File: config.mk
export PLATFORM = sky130hd
export DESIGN_NAME = tmds_gearbox
export DESIGN_NICKNAME = d
export VERILOG_FILES = /design/src/rtl/tmds_gearbox.sv
export SDC_FILE = /design/constraint.sdc
export NUM_CORES = 1
export LEC_CHECK = 0
export BUFFER_PORTS_ARGS = -buffer_cell sky130_fd_sc_hd__buf_4
export CORE_ASPECT_RATIO = 2
export CORE_MARGIN = 2
export CORE_UTILIZATION = 29
export CTS_CLUSTER_DIAMETER = 50
export DETAILED_ROUTE_END_ITERATION = 7
export PLACE_DENSITY = 0.57
export SYNTH_ARGS = -nofsm -noshare
export SYNTH_HDL_FRONTEND = slang
export SYNTH_SLANG_ARGS = --single-unit
export TNS_END_PERCENT = 30
File: constraint.sdc
create_clock -name clk_shift -period 1.6 [get_ports clk_shift]
set_input_delay 0.08 -clock clk_shift [delete_from_list [all_inputs] [get_ports clk_shift]]
set_output_delay 0.08 -clock clk_shift [all_outputs]
set_load 0.02 [all_outputs]
File: src/rtl/tmds_gearbox.sv
// tmds_gearbox: per-lane parallel-to-serial gearbox with shared word boundary, bitslip and idle fill on underflow
module tmds_gearbox #(
    parameter int CHANNELS = 4,
    parameter int WORD_W = 10,
    parameter int DDR = 1,
    parameter logic [WORD_W-1:0] IDLE_WORD = 10'b1101010100,
    localparam int BPC = DDR != 0 ? 2 : 1
) (
    input  logic                       clk_shift,
    input  logic                       reset_n,
    input  logic [CHANNELS*WORD_W-1:0] in_data,
    input  logic                       in_valid,
    output logic                       in_ready,
    input  logic                       bitslip,
    output logic [CHANNELS*BPC-1:0]    out_bits,
    output logic                       underflow,
    output logic [15:0]                underflow_cnt
);
    localparam int PH = WORD_W / BPC;
    localparam int PW = PH > 1 ? $clog2(PH) : 1;

    if (WORD_W % BPC != 0) begin : g_bad_width
        $error("WORD_W must be a multiple of the bits emitted per clock");
    end

    logic [PW-1:0]     phase_q, phase_d;
    logic [WORD_W-1:0] sr_q [CHANNELS];
    logic [WORD_W-1:0] sr_d [CHANNELS];
    logic              underflow_q, underflow_d;
    logic [15:0]       underflow_cnt_q, underflow_cnt_d;
    logic              load;

    // bitslip freezes the phase while the lanes keep shifting, stretching the current word by one slot
    always_comb begin
        load = reset_n && phase_q == PW'(PH - 1) && !bitslip;
        phase_d = bitslip ? phase_q : (phase_q == PW'(PH - 1) ? '0 : phase_q + PW'(1));
        underflow_d = underflow_q | (load & ~in_valid);
        underflow_cnt_d = (load && !in_valid && underflow_cnt_q != 16'hFFFF) ? underflow_cnt_q + 16'd1 : underflow_cnt_q;
        for (int i = 0; i < CHANNELS; i++)
            sr_d[i] = load ? (in_valid ? in_data[i*WORD_W +: WORD_W] : IDLE_WORD) : sr_q[i] >> BPC;
    end

    always_ff @(posedge clk_shift) begin
        if (!reset_n) begin
            phase_q <= '0;
            for (int i = 0; i < CHANNELS; i++)
                sr_q[i] <= IDLE_WORD;
            underflow_q <= 1'b0;
            underflow_cnt_q <= 16'd0;
        end else begin
            phase_q <= phase_d;
            sr_q <= sr_d;
            underflow_q <= underflow_d;
            underflow_cnt_q <= underflow_cnt_d;
        end
    end

    for (genvar c = 0; c < CHANNELS; c++) begin : g_lane
        assign out_bits[c*BPC +: BPC] = sr_q[c][BPC-1:0];
    end

    assign in_ready = load;
    assign underflow = underflow_q;
    assign underflow_cnt = underflow_cnt_q;
endmodule
Word level (Yosys, flattened, before mapping):

Index checks and enable logic that the tools add are counted.

* flip-flop bits (word level): 60
* bits in latches: 0
* RAM bits: 0
* bits in read-only memories: 0
* input bits: 44
* output and inout port bits: 26
* logic and storage cells: 29
* memories: 0

* add/subtract/negate cells: 2
* multipliers: 0
* divide/modulo/power cells: 0
* magnitude comparators: 0
* equal/unequal tests: 2
* shift operators: 0
* muxes and demuxes: 9
* bitwise logic cells: 3
* reduce and logical (&&, ||, !) cells: 6

Operators by type and width (count)
* $mux W10: 8
* $add A16 B1 Y16 const B: 1
* $ne A16 B16 Y1 const B: 1
* $logic_and A1 B1 Y1: 4
* $add A3 B1 Y3 const B: 1
* $eq A3 B3 Y1 const B: 1
* $mux W3: 1
* $logic_not A1 Y1: 2
* $and A1 B1 Y1: 1
* $not A1 Y1: 1
* $or A1 B1 Y1: 1

Longest topological paths before layout:

Gate-level depths: netlist of the first run.

* word-level depth: 5
* gate-level depth with buffers: 8
* gate-level depth less buffers: 7

Worst setup path after synthesis of the first run:

Ideal clock, no wire load.

* kind: register to register
* from: register phase_q[0]
* to: register underflow_cnt_q[14], in the netlist underflow_cnt[14]
* setup time: 0.070 ns
* arrival time: 1.668 ns
* required time: 1.530 ns
* slack: -0.138 ns
* cell stages (with the launch flop): 9
* buffers on the path: 1
* clock period less this slack: 1.738 ns
* cell sequence: dfxtp_1 inv_1 ha_1 nand4b_4 clkinv_4 nand3_1 buf_2 or4_1 a21oi_1

* cells in the longest elaborated chain, start to end: 5

Ends and longest elaborated chain
* start, declared: line 26 `logic [PW-1:0] phase_q, phase_d;`
* start signal, assigned: line 51 `phase_q <= phase_d;`
* $eq A3 B3 Y1: line 35 `load = reset_n && phase_q == PW'(PH - 1) && !bitslip;`
* $logic_and A1 B1 Y1 (2 in series): line 35
* $logic_and A1 B1 Y1 (2 in series): line 38 `underflow_cnt_d = (load && !in_valid && underflow_cnt_q != 16'hFFFF) ? underflow_cnt_q + 16'd1 : underflow_cnt ...`
* end signal, assigned: line 54 `underflow_cnt_q <= underflow_cnt_d;`
* end, declared: line 30 `logic [15:0] underflow_cnt_q, underflow_cnt_d;`

No other way between the ends.
A chain may end at the register's enable or synchronous reset.

Final worst setup path of the first run:

* from: register underflow_cnt_q[12], in the netlist underflow_cnt[12]
* to: register underflow_cnt_q[4], in the netlist underflow_cnt[4]

* cells in the longest elaborated chain, start to end: 2

Ends and longest elaborated chain (line)
* $ne A16 B16 Y1: 38
* $logic_and A1 B1 Y1: 38

No other way between the ends.

==> flow_summary.json, run 1 <==
{
  "outcome": "finished, violations left",
  "violations": "negative setup slack",
  "dieArea_um2": 9450,
  "skew_ns": 0.00523,
  "seqPwrFrac_pct": 45.2,
  "antenna_found_initial": 0,
  "setup_violations": 3,
  "min_path_cells": 3,
  "place_inst": 462,
  "path_class": "reg2reg",
  "period_needed_ns": 1.62,
  "start_util_pct": 29.4,
  "synth_edf_count": 0,
  "ys_ff_latch": 60,
  "async_flop_share_pct": 0,
  "drt-initial-drc-count": 115,
  "grt_usage_pct": 15.2,
  "final_common_cell": "buf_4",
  "n_fill_cell": 892,
  "grt_pass1_vias": 2364,
  "leakage_nw": 1.53,
  "layout-drive-gt1-share_pct": 36.2,
  "place.gp.congestion": 0.876,
  "clk_path_buf_depth": 2,
  "syn2layout_area_growth_pct": 44.4,
  "path_max_fanout": 5,
  "crit_required_ns": 1.85,
  "clkSinkCount": 60,
  "hpwl_um": 4770,
  "syn-num-nets": 340,
  "p_switching_uw": 739,
  "num_io_pins": 70,
  "max_cap_violations": 0,
  "postRouteWirelength_um": 6960,
  "p_int_mw": 2.71,
  "end_kind": "flip-flop",
  "pwr-share-clk_pct": 47.7,
  "finalHoldViolations": 0,
  "wl_per_cell_um": 14.4,
  "vias_per_cell": 5.09,
  "final_cells": 484,
  "synthDistinctLibCells": 39,
  "comb_power_share_pct": 7.1,
  "fp.dieW_um": 69.8,
  "grt_start_max_net_pins": 41,
  "insertion_delay_ns": 0.32,
  "synthFlopType": "dfxtp_1",
  "gr-total-overflow": 0,
  "hp-class": "in2reg",
  "layout.nets": 427,
  "post-route-util_pct": 42.4,
  "die-height_um": 136,
  "slew-limit-headroom_pct": 73.4,
  "fmax_mhz": 616,
  "fin_crit_sh_pct": 102,
  "crit_arrival_ns": 1.88,
  "r2r_cells": 6,
  "core_area_um2": 8530,
  "numCtsBuffers": 9,
  "ir_drop_uv": 459,
  "grt_pass1_wl_um": 11200,
  "rows": 48,
  "rsz0062_at_grt": "true",
  "powerDensity_nw_per_um2": 952,
  "ant_nets": 0,
  "fin_hold_ws_ns": 0.0146,
  "synth_cells": 293,
  "antenna_cells": 0,
  "yosysWarnings": 0,
  "place_ws_ns": -0.0545,
  "worst_setup_path_start_kind": "flip-flop",
  "cts_tree": "built",
  "placement.io_buffers": 69,
  "htree_levels": 3,
  "root_buffer": "clkbuf_16",
  "path_clk_slew_ns": 0.05,
  "netlist_area_um2": 2510,
  "avgSynthCellArea_um2": 8.56,
  "layout_common_cells": "buf_4 (100), dfxtp_1 (52), a21oi_1 (32)",
  "drc": 0,
  "via_count": 2462,
  "fin_ws_ns": -0.0242,
  "tightest_slew_ns": 0.399,
  "slew_viol_final": 0,
  "p_sw_share_pct": 21.4,
  "design_power_total_mw": 3.45,
  "dr.pass1.iters": 4,
  "synth_seq_area_share_pct": 47.9
}
layout make-up:
class	instances	area, µm²	share of cell area, %
Multi-Input combinational cell	198	1210	33.6
Sequential cell	60	1210	33.5
Clock inverter	3	15.0	0.415
Timing Repair Buffer	103	782	21.6
Inverter	8	35.0	0.968
Clock buffer	12	236	6.53
Tap cell	100	125	3.46
stage by stage:
stage           TNS, ns  instance area [µm²]
2_1_floorplan    -0.110                 2540
3_3_place_gp    -0.0479                 3240
3_5_place_dp     -0.336                 3240
4_1_cts        -0.00245                 3530
5_1_grt           -1.07                 3620
6_report        -0.0568                 3620
power groups by stage:
stage | clock network, mW | logic (mW) | registers, mW
3_3_place_gp | 0 | 0.238 | 1.59
4_1_cts | 1.69 | 0.243 | 1.56
6_report | 1.65 | 0.243 | 1.56
3_5_place_dp | 0 | 0.242 | 1.59
2_1_floorplan | 0 | 0.116 | 1.59
5_1_grt | 1.78 | 0.272 | 1.56
kinds of logic after synthesis:
logic type / after synthesis / synth area share [%]
compound gates: 71 / 15.8
flops: 60 / 47.9
simple gates: 120 / 26.4
buf+inv: 35 / 6.74
fa+ha+maj: 3 / 1.50
mux: 4 / 1.60
sequential cells by signal, indices dropped and copies added, names as in the netlist:
name / flops
phase_q: 3
sr_q: 32
out_bits: 8
underflow: 1
underflow_cnt: 16
final timing paths:
| kind | startpoint | end | slack, ns |
|---|---|---|---|
| max | underflow_cnt[12] | underflow_cnt[4] | -0.02 |
| min | in_data[8] | sr_q[38] | 0.01 |
| max reg2reg | underflow_cnt[12] | underflow_cnt[4] | -0.02 |
| min reg2reg | sr_q[19] | sr_q[17] | 0.43 |
worst max-delay path, cell delays in order, from the launching register on:
cell and delay (ns):
dfxtp_1 0.41, nand4_1 0.23, buf_4 0.21, nor3_1 0.29
buf_4 0.21, o21ai_0 0.07, a21oi_1 0.14
layer usage:
layer  track usage [%]  vias to the layer above  wire [µm]  part of all wire, %
li1                  -                     1204          -                    -
met1              14.7                     1164       2490                   36
met2              28.0                       70       3860                   55
met3              3.65                       24        300                  4.3
met4              9.94                        0        318                  4.6
met5                 0                        -          0                    0
Yosys cell counts (2+ instances only):
cell type	instances	share of area, %
nand2_1	30	4.5
ha_1	3	1.5
and2_1	2	0.50
clkbuf_1	14	2.1
a21oi_1	33	6.6
buf_4	8	2.4
buf_1	3	0.45
nor2b_1	8	2.0
nand3_1	22	4.4
nand4_1	7	1.7
nand2b_1	2	0.50
o21ai_0	24	4.8
nor3b_1	12	3.6
mux2i_1	4	1.6
dfxtp_1	60	48
inv_1	6	0.90
or4_1	8	2.4
nor3_1	2	0.40
o31ai_1	7	2.1
nor2_1	17	2.5
or3_1	2	0.50
buf_2	2	0.40
repair_timing:
item	in CTS	in global routing
gates resized for setup	7	12
setup endpoints to repair	14	16
pin swaps	2	12
buffers inserted	1	5
hold endpoints to repair	0	0
cloned	0	1
hold buffers	0	0
(Power assumes the default switching activity.)
==> run 2: changes to the inputs <==
MAX_ROUTING_LAYER = met4   (was default)
==> run 2 against run 1 <==
- the run still ends with negative setup slack left
- final cell count unchanged
- critical endpoint unchanged
- fmax decreased by 1.1%
- count of clock-buffer cells in the layout unchanged
- die area unchanged
- register-to-register slack got worse by 0.02 ns
- critical path type unchanged
- sequential power about the same
- worst hold slack improved by 0.0024 ns
==> flow_summary.json, run 2 (synthesis results as in run 1) <==
{
  "root_buffer": "clkbuf_16",
  "gr-total-overflow": 0,
  "final_common_cell": "buf_4",
  "grt_pass1_wl_um": 11200,
  "grt-busiest-layer": "met2",
  "hpwl_um": 4770,
  "path_max_fanout": 5,
  "slew_viol_final": 0,
  "period_needed_ns": 1.64,
  "place.gp.congestion": 0.890,
  "antenna_cells": 0,
  "largest-register": "sr_q",
  "worst_setup_path_start_kind": "flip-flop",
  "fmax_mhz": 609,
  "met2_usage_pct": 28.0,
  "drt-initial-drc-count": 124,
  "finalHoldViolations": 0,
  "fp.dieW_um": 69.8,
  "dieArea_um2": 9450,
  "regArea_um2": 1210,
  "core_area_um2": 8530,
  "grt_start_max_net_pins": 41,
  "powerDensity_nw_per_um2": 950,
  "start_util_pct": 29.4,
  "rsz0062_at_grt": "true",
  "setup_violations": 3,
  "tightest_slew_ns": 0.399,
  "met1_usage_pct": 14.8,
  "insertion_delay_ns": 0.32,
  "place_ws_ns": -0.0545,
  "syn2layout_area_growth_pct": 44.8,
  "grt_pass1_vias": 2357,
  "postRouteWirelength_um": 6970,
  "slew-limit-headroom_pct": 73.4,
  "htree_levels": 3,
  "grt_util_met3_pct": 3.57,
  "dr.pass1.iters": 5,
  "rows": 48,
  "fin_hold_ws_ns": 0.0170,
  "crit_required_ns": 1.80,
  "violations": "negative setup slack",
  "hp-class": "in2reg",
  "ir_drop_uv": 458,
  "die-height_um": 136,
  "clk_path_buf_depth": 2,
  "fin_ws_ns": -0.0416,
  "cts_tree": "built",
  "via_count": 2463,
  "outcome": "finished, violations left",
  "layout_common_cells": "buf_4 (100), dfxtp_1 (52), a21oi_1 (32)",
  "path_class": "reg2reg",
  "numCtsBuffers": 9,
  "largest_reg_flops": 32,
  "fin_crit_sh_pct": 103,
  "crit_arrival_ns": 1.84,
  "ant_nets": 0,
  "num_io_pins": 70,
  "drc": 0,
  "antenna_found_initial": 0,
  "skew_ns": 0.00577,
  "clkSinkCount": 60,
  "placement.io_buffers": 69,
  "multiInputGateArea_um2": 1220,
  "path_clk_slew_ns": 0.05,
  "end_kind": "flip-flop",
  "max_cap_violations": 0,
  "layout.nets": 427,
  "layout-drive-gt1-share_pct": 36.2,
  "n_fill_cell": 891,
  "ctsHoldBuffers": 0,
  "vias_per_cell": 5.09,
  "grt_usage_pct": 15.6,
  "leakage_nw": 1.53,
  "wl_per_cell_um": 14.4
}
-- run 2: final timing paths --
check / start / end / slack [ns] / cells after the start
worst max register to register: underflow_cnt[12] / underflow_cnt[4] / -0.04 / 6
worst max-delay path: underflow_cnt[12] / underflow_cnt[4] / -0.04 / 6
worst min-delay path: in_data[8] / sr_q[38] / 0.02 / 3
worst min register to register: sr_q[27] / sr_q[25] / 0.43 / 2
-- run 2: timing repair --
item | 4_1_cts | 5_1_grt
pin swaps | 2 | 12
buffers inserted | 1 | 5
gates resized for setup | 7 | 13
cloned | 0 | 1
endpoints found under the setup margin | 14 | 16
-- run 2: layout make-up --
class	instances	area share [%]
Clock inverter	3	0.414
Clock buffer	12	6.52
Inverter	8	0.965
Sequential cell	60	33.4
Multi-Input combinational cell	198	33.7
Tap cell	100	3.45
Timing Repair Buffer	103	21.5
-- run 2: layer usage --
metal  part of all wire, %  routed length, µm  up-vias
li1                      -                  -     1206
met1                    36               2510     1162
met2                    56               3900       73
met3                   4.0                277       22
met4                   3.9                274        0
met5                     0                  0        -
-- run 2: through the flow --
step / cells / area (µm²) / power (mW) / TNS [ns] / utilization, %
final: 484 / 3630 / 3.45 / -0.103 / 42.6
after global routing: 484 / 3630 / 3.61 / -1.07 / 42.6
after floorplan: 293 / 2540 / 1.70 / -0.110 / -
after CTS: 478 / 3530 / 3.50 / -0.00245 / 41.4
after detailed placement: 462 / 3240 / 1.83 / -0.336 / 38.0
after global placement: 462 / 3240 / 1.83 / -0.0479 / 38.0
-- run 2: where the power goes --
group	switching [mW]	internal (mW)	leakage, nW
sequential	0.0133	1.55	0.497
combinational	0.108	0.135	0.908
clock	0.616	1.03	0.126
total	0.738	2.71	1.53
-- run 2: critical path: stages (launching register included) --
cell and delay (ns):
dfxtp_1 0.41, nand4_1 0.23, buf_4 0.21, nor3_1 0.29, buf_4 0.21, or3_1 0.11
a21oi_1 0.05
==> run 3: changes to the inputs <==
PLACE_DENSITY = 0.55   (was 0.57)
clock period = 1.55 ns   (was 1.6 ns; I/O delays follow)
==> run 3 against run 2 <==
- the run still ends with negative setup slack left
- fmax up 5.3%
- die area unchanged
- via count up 1.5%
- combinational power up 4%
- worst hold slack worse by 0.0040 ns
- total power up 8.9%
- utilization up 2.3 points
- final cell count up 2.5%
- largest cell class unchanged
==> flow_summary.json, run 3 (synthesis results as in run 1) <==
{
  "powerDensity_nw_per_um2": 981,
  "die-height_um": 136,
  "grt_pass1_wl_um": 11700,
  "outcome": "finished, violations left",
  "grt_pass1_vias": 2418,
  "largest-register": "sr_q",
  "rsz0062_at_grt": "true",
  "insertion_delay_ns": 0.32,
  "clk_path_buf_depth": 2,
  "slew_viol_final": 0,
  "r2r_end": "underflow_cnt[9]",
  "dpl-instance-area_um2": 3370,
  "p_int_mw": 2.96,
  "fmax_mhz": 642,
  "dieArea_um2": 9450,
  "leakage_nw": 1.64,
  "hpwl_um": 5150,
  "path_class": "reg2reg",
  "path_clk_slew_ns": 0.05,
  "gr-total-overflow": 0,
  "numCtsBuffers": 9,
  "max_cap_violations": 0,
  "clkSinkCount": 60,
  "fin_ws_ns": -0.00861,
  "postRouteWirelength_um": 7320,
  "drc": 0,
  "place.gp.congestion": 0.922,
  "critPathBufInv": 2,
  "tns_ns": -0.0137,
  "fin_hold_ws_ns": 0.0130,
  "fin_crit_sh_pct": 101,
  "setup_violations": 2,
  "cp.depth": 7,
  "final_area_um2": 3820,
  "hp-class": "in2reg",
  "fp.dieW_um": 69.8,
  "num_io_pins": 70,
  "cp-startpoint": "phase_q[0]",
  "r2r_start": "phase_q[0]",
  "tightest_slew_ns": 0.398,
  "design_power_total_mw": 3.75,
  "final_common_cell": "buf_4",
  "layout-drive-gt1-share_pct": 42.9,
  "ir_drop_uv": 592,
  "p_switching_uw": 788,
  "critPathCapture": "underflow_cnt[9]",
  "hp-start": "in_data[28]",
  "crit_family": "simple AND/OR/NAND/NOR gates",
  "crit_chain": "inv_2 -> ha_4 -> nand4b_4 -> clkinv_4 -> nand4_4 -> or4_4 -> a21oi_2",
  "grt_start_max_net_pins": 41,
  "period_needed_ns": 1.56,
  "r2r_slack_ns": -0.009,
  "violations": "negative setup slack",
  "antenna_cells": 0,
  "r2r_cells": 7,
  "end_kind": "flip-flop",
  "p_sw_share_pct": 21.0,
  "antenna_found_initial": 0,
  "start_util_pct": 29.4,
  "pwr-share-clk_pct": 50.4,
  "crit_required_ns": 1.80,
  "syn2layout_area_growth_pct": 52.5,
  "skew_ns": 0.00615,
  "ant_nets": 0,
  "cp_slowest_stage_delay_ns": 0.54,
  "placement.io_buffers": 69,
  "wl_per_cell_um": 14.8,
  "seqPwrFrac_pct": 42.8,
  "place_ws_ns": -0.108,
  "layout.nets": 438,
  "worst_setup_path_start_kind": "flip-flop",
  "core_area_um2": 8530,
  "comb_power_share_pct": 6.8,
  "crit_slowest_cell": "or4_4",
  "grt_usage_pct": 16.4,
  "vias_per_cell": 5.04,
  "htree_levels": 3,
  "via_count": 2501,
  "dr.pass1.iters": 4,
  "cts_tree": "built",
  "crit_arrival_ns": 1.81,
  "slew-limit-headroom_pct": 73.1,
  "largest_reg_flops": 32,
  "drt-initial-drc-count": 80,
  "rows": 48,
  "finalHoldViolations": 0,
  "path_max_fanout": 7,
  "root_buffer": "clkbuf_16",
  "layout_common_cells": "buf_4 (108), dfxtp_1 (45), nand2_1 (30)"
}
## run 3: cell count changes in the layout (fill, tap and decap cells not counted), moves of 2 or more
cell / previous run / this run
a21oi_1: 32 / 26
a21oi_2: 1 / 7
buf_4: 100 / 108
buf_6: 1 / 5
dfxtp_1: 52 / 45
dfxtp_2: 8 / 14
or4_1: 7 / 5
or4_4: 1 / 3
## run 3: routing by layer
| metal | up-vias | wire [µm] | GRT usage (%) |
|---|---|---|---|
| li1 | 1223 | - | - |
| met1 | 1203 | 2740 | 16.7 |
| met2 | 61 | 4130 | 29.2 |
| met3 | 14 | 267 | 3.72 |
| met4 | 0 | 187 | 8.44 |
| met5 | - | 0 | - |
## run 3: power groups by stage
stage / clock, mW / sequential, mW / combinational, mW
floorplan: 0 / 1.64 / 0.120
global placement: 0 / 1.64 / 0.247
detailed placement: 0 / 1.64 / 0.250
CTS: 1.96 / 1.61 / 0.256
global route: 2.03 / 1.61 / 0.279
finish: 1.89 / 1.61 / 0.254
## run 3: worst min path at each step
stage                 end  slack (ns)  depth (start not counted)
2_1_floorplan  phase_q[0]        0.22                          2
3_3_place_gp     sr_q[28]        0.33                          3
3_5_place_dp     sr_q[18]        0.34                          3
4_1_cts          sr_q[18]       0.001                          3
5_1_grt          sr_q[18]        0.01                          3
6_report         sr_q[18]        0.01                          3
## run 3: what timing repair did
item,CTS,global route
setup endpoints to repair,14,17
setup buffers,2,2
hold buffers,1,0
pin swaps,8,12
hold endpoints to repair,1,0
resized for setup,8,26
cloned,0,0
## run 3: area by class of cell
cell class                      count  area (µm²)
Sequential cell                    60        1220
Multi-Input combinational cell    198        1280
Inverter                            8        35.0
Clock inverter                      5        52.6
Clock buffer                       11         233
Tap cell                          100         125
Fill cell                         866        4700
Timing Repair Buffer              114         877
## run 3: stage by stage
step	util, %	instances
after floorplan	-	293
after global placement	39.5	476
after detailed placement	39.5	476
after CTS	43.5	495
after global routing	44.9	496
final	44.9	496
## run 3: worst min-delay path, delay by kind of cell
kind            cells  cell delay (ns)
simple gates        1             0.03
buf+inv             1             0.07
compound gates      1             0.11
